**config.mk**
```make
export PLATFORM = sky130hd
export DESIGN_NAME = dmem_port_arbiter
export DESIGN_NICKNAME = d
export VERILOG_FILES = /design/src/rtl/dmem_port_arbiter.sv
export SDC_FILE = /design/constraint.sdc
export NUM_CORES = 1
export LEC_CHECK = 0
export ABC_CLOCK_PERIOD_IN_PS = 5300
export BUFFER_PORTS_ARGS = -buffer_cell sky130_fd_sc_hd__buf_2
export CAP_MARGIN = 20
export CORE_MARGIN = 1
export CORE_UTILIZATION = 34
export DETAILED_ROUTE_END_ITERATION = 10
export PLACE_DENSITY_LB_ADDON = 0.12
export SETUP_SLACK_MARGIN = 0.05
export SYNTH_ARGS = -nofsm -noshare
export SYNTH_HDL_FRONTEND = slang
export SYNTH_SLANG_ARGS = --single-unit
```
**constraint.sdc**
```tcl
create_clock -name clk -period 5.3 [get_ports clk]
set_clock_uncertainty 0.1 [all_clocks]
set_input_delay 1.06 -clock clk [delete_from_list [all_inputs] [get_ports clk]]
set_output_delay 1.06 -clock clk [all_outputs]
set_load 0.02 [all_outputs]
```
**src/rtl/dmem_port_arbiter.sv**
```systemverilog
// dmem_port_arbiter
//   Shares one single-port data memory between the core load/store unit
//   (port 0) and a debug/DMA master (port 1). A winning request is
//   registered, driven onto the memory for one cycle, and, for a load,
//   followed by LOAD_LAT-cycle wait before the read data is captured. Each
//   transaction ends with a one-cycle ack on the winning port.
//
// Ports
//   clk, rst                  clock (rising edge), synchronous active-high reset
//   reqN, wrN, maskN, addrN,  requester N: request valid, write-enable
//   wdataN                    (active-low), byte mask, address, store data
//   ackN, rdataN              one-cycle completion pulse, last load word
//   stall                     core stall: req0 & ~ack0 (combinational)
//   cs, wr, mask, addr,       memory chip-select (active-low), write-enable
//   data_wr                   (active-low), byte-write mask, address, write data
//   data_rd                   memory read data

module dmem_port_arbiter #(
    parameter int unsigned ADDR_W   = 32,
    parameter int unsigned DATA_W   = 32,
    parameter int unsigned LOAD_LAT = 1
) (
    input  logic                clk,
    input  logic                rst,

    input  logic                req0,
    input  logic                wr0,
    input  logic [DATA_W/8-1:0] mask0,
    input  logic [ADDR_W-1:0]   addr0,
    input  logic [DATA_W-1:0]   wdata0,
    output logic                ack0,
    output logic [DATA_W-1:0]   rdata0,
    output logic                stall,

    input  logic                req1,
    input  logic                wr1,
    input  logic [DATA_W/8-1:0] mask1,
    input  logic [ADDR_W-1:0]   addr1,
    input  logic [DATA_W-1:0]   wdata1,
    output logic                ack1,
    output logic [DATA_W-1:0]   rdata1,

    output logic                cs,
    output logic                wr,
    output logic [DATA_W/8-1:0] mask,
    output logic [ADDR_W-1:0]   addr,
    output logic [DATA_W-1:0]   data_wr,
    input  logic [DATA_W-1:0]   data_rd
);

    localparam int unsigned MASK_W = DATA_W / 8;
    localparam int unsigned CNT_W  = 3;
    localparam logic [CNT_W-1:0] LAT_INIT = CNT_W'(LOAD_LAT - 1);

    typedef enum logic [1:0] {
        S_IDLE  = 2'd0,
        S_ISSUE = 2'd1,
        S_WAIT  = 2'd2,
        S_DONE  = 2'd3
    } state_t;

    state_t              r_state,      w_state_nxt;
    logic                r_last_grant, w_last_grant_nxt;
    logic                r_is_load,    w_is_load_nxt;
    logic [CNT_W-1:0]    r_cnt,        w_cnt_nxt;
    logic                r_cs,         w_cs_nxt;
    logic                r_wr,         w_wr_nxt;
    logic [MASK_W-1:0]   r_mask,       w_mask_nxt;
    logic [ADDR_W-1:0]   r_addr,       w_addr_nxt;
    logic [DATA_W-1:0]   r_data_wr,    w_data_wr_nxt;
    logic                r_ack0,       w_ack0_nxt;
    logic                r_ack1,       w_ack1_nxt;
    logic [DATA_W-1:0]   r_rdata0,     w_rdata0_nxt;
    logic [DATA_W-1:0]   r_rdata1,     w_rdata1_nxt;

    // Winner selection: sole requester wins, a tie goes to the port not granted last.
    logic                w_winner;
    logic                w_sel_wr;
    logic [MASK_W-1:0]   w_sel_mask;
    logic [ADDR_W-1:0]   w_sel_addr;
    logic [DATA_W-1:0]   w_sel_wdata;

    always_comb begin
        w_winner    = (req0 && req1) ? ~r_last_grant : req1;
        w_sel_wr    = w_winner ? wr1    : wr0;
        w_sel_mask  = w_winner ? mask1  : mask0;
        w_sel_addr  = w_winner ? addr1  : addr0;
        w_sel_wdata = w_winner ? wdata1 : wdata0;
    end

    // Next-state and next-output logic. Memory outputs are registered, so the
    // values seen during ISSUE are loaded on the IDLE->ISSUE transition.
    always_comb begin
        w_state_nxt      = r_state;
        w_last_grant_nxt = r_last_grant;
        w_is_load_nxt    = r_is_load;
        w_cnt_nxt        = r_cnt;
        w_cs_nxt         = 1'b1;
        w_wr_nxt         = 1'b1;
        w_mask_nxt       = '0;
        w_addr_nxt       = r_addr;
        w_data_wr_nxt    = r_data_wr;
        w_ack0_nxt       = 1'b0;
        w_ack1_nxt       = 1'b0;
        w_rdata0_nxt     = r_rdata0;
        w_rdata1_nxt     = r_rdata1;

        case (r_state)
            S_IDLE: begin
                if (req0 || req1) begin
                    w_state_nxt      = S_ISSUE;
                    w_last_grant_nxt = w_winner;
                    w_is_load_nxt    = w_sel_wr;
                    w_cs_nxt         = 1'b0;
                    w_wr_nxt         = w_sel_wr;
                    // Loads never assert byte-write lanes.
                    w_mask_nxt       = w_sel_wr ? '0 : w_sel_mask;
                    w_addr_nxt       = w_sel_addr;
                    w_data_wr_nxt    = w_sel_wdata;
                end
            end
            S_ISSUE: begin
                if (r_is_load) begin
                    w_cnt_nxt   = LAT_INIT;
                    w_state_nxt = S_WAIT;
                end else begin
                    w_state_nxt = S_DONE;
                    w_ack0_nxt  = ~r_last_grant;
                    w_ack1_nxt  = r_last_grant;
                end
            end
            S_WAIT: begin
                if (r_cnt == '0) begin
                    w_state_nxt = S_DONE;
                    w_ack0_nxt  = ~r_last_grant;
                    w_ack1_nxt  = r_last_grant;
                    if (r_last_grant) begin
                        w_rdata1_nxt = data_rd;
                    end else begin
                        w_rdata0_nxt = data_rd;
                    end
                end else begin
                    w_cnt_nxt = r_cnt - CNT_W'(1);
                end
            end
            S_DONE: begin
                w_state_nxt = S_IDLE;
            end
            default: begin
                w_state_nxt = S_IDLE;
            end
        endcase
    end

    // State and output registers.
    always_ff @(posedge clk) begin
        if (rst) begin
            r_state      <= S_IDLE;
            r_last_grant <= 1'b1;
            r_is_load    <= 1'b0;
            r_cnt        <= '0;
            r_cs         <= 1'b1;
            r_wr         <= 1'b1;
            r_mask       <= '0;
            r_addr       <= '0;
            r_data_wr    <= '0;
            r_ack0       <= 1'b0;
            r_ack1       <= 1'b0;
            r_rdata0     <= '0;
            r_rdata1     <= '0;
        end else begin
            r_state      <= w_state_nxt;
            r_last_grant <= w_last_grant_nxt;
            r_is_load    <= w_is_load_nxt;
            r_cnt        <= w_cnt_nxt;
            r_cs         <= w_cs_nxt;
            r_wr         <= w_wr_nxt;
            r_mask       <= w_mask_nxt;
            r_addr       <= w_addr_nxt;
            r_data_wr    <= w_data_wr_nxt;
            r_ack0       <= w_ack0_nxt;
            r_ack1       <= w_ack1_nxt;
            r_rdata0     <= w_rdata0_nxt;
            r_rdata1     <= w_rdata1_nxt;
        end
    end

    assign cs      = r_cs;
    assign wr      = r_wr;
    assign mask    = r_mask;
    assign addr    = r_addr;
    assign data_wr = r_data_wr;
    assign ack0    = r_ack0;
    assign ack1    = r_ack1;
    assign rdata0  = r_rdata0;
    assign rdata1  = r_rdata1;
    assign stall   = req0 & ~r_ack0;

endmodule
```
# Word level (Yosys, flattened, before mapping)
# Index checks and enable logic that the tools add are counted.
# word_totals
register_bits	143
latchBits	0
ramBits	0
romBits	0
in_bits	174
output_inout_bits	137
wordCells	58
mem_count	0
# op_classes
addsub	1
n_mul	0
div	0
order_cmp	0
n_eq_ne	7
shifts	0
mux	19
bitwise	5
reduce_logical	13
# ops
cell	count
32-bit two-way mux	2
3-bit AND reduction	3
1-bit two-way mux	8
2-bit != test, second input constant	4
2-bit case mux with 4 select lines	1
3-bit two-way mux	2
3-bit case mux with 2 select lines	1
2-bit equality test, second input constant	2
2-bit two-way mux	2
4-bit two-way mux	1
1-bit NOT	4
1-bit case mux with 2 select lines	2
2-bit AND reduction	2
4-bit OR reduction	1
3-bit logical NOT	1
3-bit OR reduction	1
3-bit by 1-bit subtractor with 3-bit output, second input constant	1
2-bit by 1-bit equality test with 1-bit output, second input constant	1
2-bit logical NOT	1
2-bit nonzero test	1
2-bit OR reduction	1
1-bit bitwise AND	1
1-bit logical AND	1
1-bit logical OR	1

# Longest topological paths before layout
# logic_depth
ltp_word	4
depth_mapped	9
ltp_nobuf	6

# Worst setup path after synthesis
# No wires, ideal clock.
# synth_timing
path_type	input to output
from	in req0
to	out stall
t_arrival_ns	1.387
required_ns	4.140
path_slack_ns	2.753
stages	1
path_buffers	0
path_cell_list	nor2b_1
# synth_between
elab_chain_len	1
# synth_rtl
element	line	rtl
start, declared	26	input logic req0,
1-bit bitwise AND	197	assign stall = req0 & ~r_ack0;
end, declared	33	output logic stall,
# No other way between the ends.

# Worst setup path after layout
# Same ends and word-level chain as after synthesis.

==> metrics.yaml <==
numPortBuffers: 310
path_clk_slew_ns: 0.06
power.share.combinational_pct: 37.4
max-clock-path-buffers: 2
finalSetupTns_ns: 0
maxSlewHeadroom_pct: 38.54
portion_of_the_clock_cycle_consumed_by_the_worst_path_in_the_final_layout_pct: 50.53
die_width_um: 134.6
stdcell_count: 1243
synth.mux.area_fraction_pct: 0.3350
postCtsHoldBufs: 0
grt-ovfl-total: 0
hold_slack_ns: 0.3491
synth_top_family_by_area: "simple AND/OR/NAND/NOR gates"
tritoncts: "built"
worst_ep_arrival_time_ns: 1.52
p_clk_share_pct: 28.0
num_rows: 48
achievable-frequency_mhz: 373.4
clk_latency_ns: 0.41
setup_viol_count_final: 0
cp-end-kind: "primary output"
most_frequent_cell_after_synthesis: "sky130_fd_sc_hd__nand2_1"
crit_path_cell_trace: "buf_2, nor2b_1, buf_2"
synth_xor_area_share_pct: 0
ant_nets: 0
critical_path.most_common_cell: "sky130_fd_sc_hd__buf_2"
reg2reg_setup_slack_ns: 3.03
area_growth_pct: 36.68
initial_standard_cell_utilization_of_the_core_pct: 34.67
share_of_post_route_cells_with_drive_strength_above_1_pct: 37.92
yosys-top-cells-count: "260 x sky130_fd_sc_hd__nand2_1, 143 x sky130_fd_sc_hd__dfxtp_1, 70 x sky130_fd_sc_hd__a21oi_1, 70 x sky130_fd_sc_hd__nor2_1, 35 x sky130_fd_sc_hd__a311oi_1"
run_status: "finished clean"
coreArea_um2: 17240
max_cap_viol_count: 0
mappedNetlistNets: 907
asyncSetResetFlopFracSynth_pct: 0
vdd.ir_drop.worst_mv: 0.2225
p_sw_share_pct: 38.18
timing.final.max_slew_violations: 0
drt-total-wl_um: 17790
cellInternalPower_mw: 2.674
crit_fanout: 6
rsz0062_at_grt: "false"
finalPower_mw: 4.325
finalWorstPathRequiredPeriod_ns: 2.678
drt_iter0_markers: 213
chipHeight_um: 134.6
firstDrtPassIters: 4
layout_nets: 1186
first_global_vias: 5508
synth_area_leader: "sky130_fd_sc_hd__dfxtp_1"
post_cts_resize_count: 0
postSynthRegisterBits: 143
clock_sinks: 143
post_drt_via_cell_ratio: 4.716
critical_path.top_delay_family: "buffers and inverters"
min-delay-path-class: "flop to flop"
syn_inst: 727
mean_routed_wirelength_per_cell_um: 14.31
yosysUniqueCellTypes: 34
post_synth_edffs: 0
grt_first_pass_wirelength_um: 27370
seq_area_frac_synth_pct: 47.91
synth_flop_cell: "sky130_fd_sc_hd__dfxtp_1"
worst_slew_pin_slew_ns: 0.9220
buf_inv_stages_crit_path: 2
synth_area_leaders: "sky130_fd_sc_hd__dfxtp_1 48%, sky130_fd_sc_hd__nand2_1 16%, sky130_fd_sc_hd__a311oi_2 7.5%"
share_seq_of_total_power_pct: 34.6
global_route.usage.total_pct: 19.32
power.net_switching_mw: 1.651
synth_top_area_share_pct: 47.91
cts-htree-levels: 4
routabilityCongestion: 0.7797
power.density_cell_area_nw_per_um2: 529.5
critPathMaxStageDelay_ns: 0.16
grt_start_max_net_pins: 70
post-cts-setup-buffer-count: 0
worst_ep_required_time_ns: 4.14
via_count: 5862
syn_area_per_cell_um2: 8.220
worstSetupPathType: "input port to primary output"
crit_path_top_delay_cell: "sky130_fd_sc_hd__buf_2"
synth-compound-area-share_pct: 20.14
number_of_cts_inserted_buffers: 17
pin_count: 311
insertedDiodeCount: 0
dpl.cell_count: 1212
clk_root_buffer_cell: "sky130_fd_sc_hd__clkbuf_16"
synth.cell_area_um2: 5976
p_leak_nw: 3.744
critPathLaunchType: "input port"
route.detailed.drc: 0
dp.final_hpwl_um: 12380
final_report_hold_violation_count: 0
fraction_of_the_mapped_netlist_area_in_simple_logic_gates_pct: 24.27
number_of_antenna_violations_at_the_first_check_in_global_routing: 0
synth-adder-area-share_pct: 1.256
fp.dieArea_um2: 18110
yosysWarnings: 0
==> per-stage QoR <==
step                      cell area, um2  utilization (%)  setup slack (ns)
after floorplan                     5976                -             2.753
after global placement              7567            43.90             2.421
after detailed placement            7567            43.90             2.374
after CTS                           8168            47.39             2.612
after global routing                8168            47.39             2.574
final                               8168            47.39             2.622
==> cell usage in the layout (no fill, tap or decap), drive strengths merged, types with 2 or more instances in the layout <==
cell type / synthesis / routed
bufinv: 0 / 2
o21ai: 3 / 3
a21oi: 70 / 70
nor2b: 4 / 4
ha: 6 / 6
a31oi: 2 / 2
dfxtp: 143 / 143
nor3b: 3 / 3
nand2: 260 / 260
a311oi: 65 / 65
and2: 2 / 2
inv: 6 / 8
nand2b: 3 / 3
nand3b: 12 / 12
clkinvlp: 0 / 2
nand3: 2 / 2
mux2i: 2 / 2
clkbuf: 20 / 23
buf: 42 / 322
nor2: 70 / 70
clkinv: 0 / 2
==> routing by layer <==
metal,global-route usage [%],part of all wire (%),vias to the layer above
met4,7.179,1.6,0
met1,22.10,42,2636
met2,33.62,49,201
met5,0,0,-
met3,6.119,6.9,19
li1,-,-,3006
==> sequential cells by signal, indices dropped and copies added (netlist names) <==
| name | flops |
|---|---|
| wr | 1 |
| data_wr | 32 |
| r_is_load | 1 |
| cs | 1 |
| mask | 4 |
| r_last_grant | 1 |
| ack0 | 1 |
| rdata1 | 32 |
| ack1 | 1 |
| r_cnt | 3 |
| r_state | 2 |
| addr | 32 |
| rdata0 | 32 |
==> cells by family (layout without fill, tap and decap cells) <==
group                    Yosys count  in the layout
flip-flops                       143            143
adder cells (fa/ha/maj)            6              6
multiplexers                       2              2
AND/OR/NAND/NOR                  361            361
buffers and inverters             68            359
AO/OA/AOI/OAI                    147            147
==> worst reg2reg max path, delay by kind of cell (launching register included) <==
family | cells | cell delay [ns]
AOI/OAI and AO/OA | 2 | 0.85
adders and majority gates | 1 | 0.26
buffers and inverters | 2 | 0.58
DFF | 1 | 0.31
and+or+nand+nor | 1 | 0.09
==> cell type report <==
class | count | area [um2]
fill | 1746 | 9069
clock buffer | 23 | 498.0
inverter | 6 | 22.52
sequential | 143 | 2863
clock inverter | 8 | 102.6
multi-input combinational | 516 | 2756
tap | 225 | 281.5
timing repair buffer | 322 | 1644
==> power by group through the flow <==
stage / Clock [mW] / Combinational [mW] / Sequential [mW]
after CTS: 1.24 / 1.64 / 1.50
after global placement: 0 / 1.63 / 1.51
final: 1.21 / 1.62 / 1.50
after detailed placement: 0 / 1.64 / 1.52
after global routing: 1.29 / 1.77 / 1.53
after floorplan: 0 / 0.874 / 1.83
==> final timing paths <==
kind / from / endpoint / cells after the start
setup / recovery: req0 / stall / 3
hold / removal: rdata1[24]$_SDFFE_PP0P_ / rdata1[24]$_SDFFE_PP0P_ / 2
setup reg to reg: r_state[0]$_SDFFE_PP0P_ / data_wr[5]$_SDFFE_PP0P_ / 6
hold reg to reg: rdata1[24]$_SDFFE_PP0P_ / rdata1[24]$_SDFFE_PP0P_ / 2
(Power assumes the default switching activity.)
